$ cat config.mk
export PLATFORM = sky130hd
export DESIGN_NAME = iram_arbiter
export DESIGN_NICKNAME = d
export VERILOG_FILES = /design/src/rtl/iram_arbiter.sv
export SDC_FILE = /design/constraint.sdc
export NUM_CORES = 1
export LEC_CHECK = 0
export ABC_AREA = 1
export ABC_CLOCK_PERIOD_IN_PS = 1600
export CORE_UTILIZATION = 35
export DETAILED_ROUTE_END_ITERATION = 8
export PLACE_DENSITY = 0.73
export SETUP_SLACK_MARGIN = 0.05
export SLEW_MARGIN = 20
export SYNTH_ARGS = -nofsm -noshare
export SYNTH_HDL_FRONTEND = slang
export SYNTH_SLANG_ARGS = --single-unit
$ cat constraint.sdc
create_clock -name clk -period 1.6 [get_ports clk]
set_clock_uncertainty 0.1 [all_clocks]
set_input_delay 0.4 -clock clk [delete_from_list [all_inputs] [get_ports clk]]
set_output_delay 0.4 -clock clk [all_outputs]
set_load 0.02 [all_outputs]
$ cat src/rtl/iram_arbiter.sv
// rtl/iram_arbiter.sv - multi-core instruction RAM arbiter (IDLE/ISSUE/CAPTURE, 2-cycle read latency)
// Optional macro IARB_FIXED_PRIO_EN selects fixed priority (lowest index wins) instead of round-robin.
module iram_arbiter #(
  parameter int NUM_CORES = 4,
  parameter int AW        = 16,
  parameter int DW        = 16
) (
  input  logic                    clk,
  input  logic                    rst,
  input  logic [NUM_CORES-1:0]    core_req,
  input  logic [AW*NUM_CORES-1:0] core_addr,
  output logic [NUM_CORES-1:0]    core_gnt,
  output logic [NUM_CORES-1:0]    core_rvalid,
  output logic [DW-1:0]           core_rdata,
  output logic [AW-1:0]           mem_addr,
  input  logic [DW-1:0]           mem_data,
  output logic                    busy
);

  localparam int PW = (NUM_CORES > 1) ? $clog2(NUM_CORES) : 1;

  typedef enum logic [1:0] {IDLE, ISSUE, CAPTURE} state_e;

  state_e               state_q, state_d;
  logic [NUM_CORES-1:0] gnt_q, gnt_d;
  logic [NUM_CORES-1:0] rvalid_q, rvalid_d;
  logic [DW-1:0]        rdata_q, rdata_d;
  logic [AW-1:0]        addr_q, addr_d;
  logic [NUM_CORES-1:0] win_oh;
  logic [AW-1:0]        win_addr;

  function automatic logic [NUM_CORES-1:0] lowest_oh(input logic [NUM_CORES-1:0] v);
    logic [NUM_CORES-1:0] r;
    r = '0;
    for (int j = NUM_CORES - 1; j >= 0; j--) begin
      if (v[j]) begin
        r    = '0;
        r[j] = 1'b1;
      end
    end
    return r;
  endfunction

`ifdef IARB_FIXED_PRIO_EN
  always_comb begin
    win_oh = lowest_oh(core_req);
  end
`else
  logic [PW-1:0]        ptr_q, ptr_d, ptr_nxt;
  logic [PW-1:0]        win_idx;
  logic [NUM_CORES-1:0] hi_mask;
  logic [NUM_CORES-1:0] req_hi;

  // Requests at or above the pointer take precedence; otherwise wrap to the lowest index.
  always_comb begin
    hi_mask = '0;
    for (int j = 0; j < NUM_CORES; j++) begin
      hi_mask[j] = (PW'(j) >= ptr_q);
    end
    req_hi  = core_req & hi_mask;
    win_oh  = (|req_hi) ? lowest_oh(req_hi) : lowest_oh(core_req);
    win_idx = '0;
    for (int j = 0; j < NUM_CORES; j++) begin
      if (win_oh[j]) win_idx = PW'(j);
    end
    ptr_nxt = (win_idx == PW'(NUM_CORES - 1)) ? '0 : win_idx + PW'(1);
  end
`endif

  always_comb begin
    win_addr = '0;
    for (int j = 0; j < NUM_CORES; j++) begin
      if (win_oh[j]) win_addr = core_addr[j*AW +: AW];
    end
  end

  always_comb begin
    state_d  = state_q;
    gnt_d    = gnt_q;
    rvalid_d = '0;
    rdata_d  = rdata_q;
    addr_d   = addr_q;
`ifndef IARB_FIXED_PRIO_EN
    ptr_d    = ptr_q;
`endif
    case (state_q)
      IDLE: begin
        if (|core_req) begin
          gnt_d   = win_oh;
          addr_d  = win_addr;
          state_d = ISSUE;
`ifndef IARB_FIXED_PRIO_EN
          ptr_d   = ptr_nxt;
`endif
        end
      end
      ISSUE:   state_d = CAPTURE;
      CAPTURE: begin
        // RAM sampled mem_addr at the ISSUE edge, so mem_data is valid now.
        rdata_d  = mem_data;
        rvalid_d = gnt_q;
        gnt_d    = '0;
        state_d  = IDLE;
      end
      default: state_d = IDLE;
    endcase
  end

  always_ff @(posedge clk or posedge rst) begin
    if (rst) begin
      state_q  <= IDLE;
      gnt_q    <= '0;
      rvalid_q <= '0;
      rdata_q  <= '0;
      addr_q   <= '0;
`ifndef IARB_FIXED_PRIO_EN
      ptr_q    <= '0;
`endif
    end else begin
      state_q  <= state_d;
      gnt_q    <= gnt_d;
      rvalid_q <= rvalid_d;
      rdata_q  <= rdata_d;
      addr_q   <= addr_d;
`ifndef IARB_FIXED_PRIO_EN
      ptr_q    <= ptr_d;
`endif
    end
  end

  assign core_gnt    = gnt_q;
  assign core_rvalid = rvalid_q;
  assign core_rdata  = rdata_q;
  assign mem_addr    = addr_q;
  assign busy        = (state_q != IDLE);

endmodule

==> impl_results.md <==
* Post-synth EDFFs at 0
* Die width at 83.3 um
* Metal3 WL at 805 um
* Asr flop ratio synth at 100%
* FP Rows at 29
* Post-Syn Area at 0.00231 mm2
* Count leader, synth: nand2_1
* Max VDD drop at 1.08 mV
* HP Class: primary input to async pin
* Final Hold Vio Count at 0
* Synthesis-to-finish area growth at 108%
* Overall Power at 7.89 mW
* RSZ-0062 raised after global routing: true
* Core ar. at 0.00635 mm2
* Post-Syn Nets at 373
* Post-Place Worst Slack at -507 ps
* Mean Syn Cell Area at 8.07 um2
* Worst Path Class, Setup: primary input to flip-flop
* # setup viols final at 19
* Post-layout min period at 1710 ps
* Antenna fix cells at 0
* Final HPWL DP at 4980 um
* Sw Ratio at 45.0%
* Share of the synthesized area in the top cell type at 47.6%
* CTS buffer count at 5
* Clock latency on the worst-skew pair at 300 ps
* Synth area leaders: dfrtp_1 48%, nand2_1 17%, nand3_1 12%
* Gr ovfl total at 0
* CTS root buf: clkbuf_8
* Buffers on Ports at 126
* Crit path launch type: primary input
* Inst Count DP at 492
* Synthesized instance count at 287
* Drt first pass iters at 4
* DR WL/cell at 17.8 um
* Number of nets in the layout at 545
* Worst EP arrival at 1800 ps
* CTS Hold Buffers Added at 0
* Yosys top cell by area: dfrtp_1
* Critical Path RT at 1690 ps
* Synth warn at 0
* DR iter-0 viols at 165
* Seq/Total Area, Yosys at 47.6%
* GR Util All Layers at 27.0%
* Initial Util at 36.5%
* DR vias at 2837
* Routability congestion estimate at 0.884
* Final Non-Filler Cells at 537
* Initial antenna violation count at 0
* Power density over cell area at 1640 mW/mm2
* CP Max Fanout at 9
* Int Power at 4.34 mW
* Seq pwr share at 23.6%
* DR top layer: met4
* R2r setup slk at -100 ps
* M1 WL at 3410 um
* Most frequent cells after synthesis: 106 x nand2_1, 55 x nand3_1, 44 x dfrtp_1, 28 x inv_1, 16 x mux2_2
* WL final at 9580 um
* Synth unique cells at 21
* Max_cap viols at 0
* Slew headroom at 76.9%
* Clk pwr share at 10.7%
* IO Pins at 127
* Leakage at 2.32 nW
* Worst-Margin Slew at 346 ps
* Die height at 83.3 um
* Comb pwr share at 65.7%
* Final period utilization at 107%
* Yosys reg bits at 44
* CTS sink cnt at 44
* Top FF cell, synth: dfrtp_1
* Status: finished with violations
* Post-route ant nets at 0
* Filler Cells Inserted at 418
* Die area at 0.00694 mm2
* Slew Limit Fails at 0
* First-pass GRT wire length at 14600 um
* Pin count of the biggest net entering global routing at 45
* Post-route setup slack at -110 ps
* Switching power at 3.55 mW
* WL met2 at 4930 um
* Htree depth at 2
* Vias in the first global route at 2886
* Routed vias/inst at 5.28
* Fmax achieved at 585 MHz
* Clk pin slew, worst setup/hold paths at 90 ps
* Failing checks: negative setup slack
* Crit path capture type: flip-flop
* Share of cells above drive strength 1 at 36.7%
* Clk buf depth at 2
* DRC at 0
* CTS tree: yes
critical path: stages:
cell and delay (ps):
dlygate4sd2_1 380, inv_1 170, a31oi_4 270, inv_6 110, buf_12 160, nand2_1 70, nand2_1 70, inv_1 80
nand2_1 80
power by group through the flow:
| stage | clock network [mW] | registers (mW) | logic, mW |
|---|---|---|---|
| 5_1_grt | 0.906 | 1.93 | 5.47 |
| 4_1_cts | 0.869 | 1.86 | 4.68 |
| 3_5_place_dp | 0 | 1.89 | 3.88 |
| 6_report | 0.844 | 1.86 | 5.18 |
| 3_3_place_gp | 0 | 1.87 | 3.83 |
| 2_1_floorplan | 0 | 2.41 | 1.65 |
per-stage QoR:
| step | utilization, % | hold WS, ps | TNS (ps) | cell area (um2) |
|---|---|---|---|---|
| global route | 75.7 | 386 | -2500 | 4810 |
| detailed placement | 59.3 | 362 | -10460 | 3770 |
| global placement | 59.3 | 335 | -9010 | 3770 |
| finish | 75.7 | 353 | -1240 | 4810 |
| CTS | 72.7 | 364 | -629 | 4620 |
| floorplan | - | 324 | 0 | 2320 |
what timing repair did:
item / in CTS / in global routing
pin swaps: 43 / 33
buffers inserted: 22 / 6
gates cloned: 13 / 2
resized for setup: 146 / 55
setup endpoints to repair: 63 / 31
cell families (layout without fill, tap and decap cells):
kind of cell	after synthesis	after routing	synth area share [%]
AO/OA/AOI/OAI	10	10	3.51
buffers and inverters	40	203	7.78
flip-flops	44	44	47.6
multiplexers	16	16	7.78
AND/OR/NAND/NOR	177	187	33.4
final timing paths:
check | start | to | cells after the start
setup / recovery | core_req[2] | mem_addr[5] | 9
hold / removal | rst | mem_addr[4] | 3
setup reg to reg | ptr_q[0] | mem_addr[14] | 12
hold reg to reg | core_rdata[0] | core_rdata[0] | 1
max in group asynchronous | rst | core_rdata[5] | 3
min in group clk | core_rdata[0] | core_rdata[0] | 1
placed cells by master, fill, tap and decap left out, types with 2 or more instances in the layout:
master,netlist,layout
mux2_2,16,16
dlygate4sd2_1,0,36
o21ai_0,5,2
nand2_1,106,76
nand3_1,55,9
nand3_4,0,9
dfrtp_1,44,44
inv_2,0,5
buf_12,0,9
nand2_8,0,5
nand3_2,1,38
inv_1,28,23
nor2_4,0,3
clkbuf_8,0,5
nand2_2,5,23
o21ai_1,2,4
buf_6,2,17
clkdlybuf4s50_1,0,81
nand2_4,0,14
clkdlybuf4s15_1,0,8
a21oi_4,1,2
nor2_1,7,7
buf_4,1,11
buf_16,0,2
layout make-up:
| class | instances | area (um2) | area share (%) |
|---|---|---|---|
| timing repair buffer | 166 | 1750 | 36.3 |
| multi-input combinational | 213 | 1640 | 34.2 |
| sequential | 44 | 1100 | 22.9 |
| inverter | 29 | 114 | 2.37 |
| tap | 77 | 96.3 | 2.00 |
| clock buffer | 6 | 72.6 | 1.51 |
| clock inverter | 2 | 35.0 | 0.729 |
state kept, by name, indices dropped and copies added, names as in the netlist:
name / count
core_gnt: 4
core_rdata: 16
core_rvalid: 4
mem_addr: 16
ptr_q: 2
state_q: 2
routing by layer:
layer | vias to the layer above | global-route usage (%)
met5 | - | 0
met3 | 42 | 4.67
met4 | 0 | 15.4
met2 | 194 | 47.2
met1 | 1327 | 31.0
li1 | 1274 | -
Power figures use the tool's default switching activity.
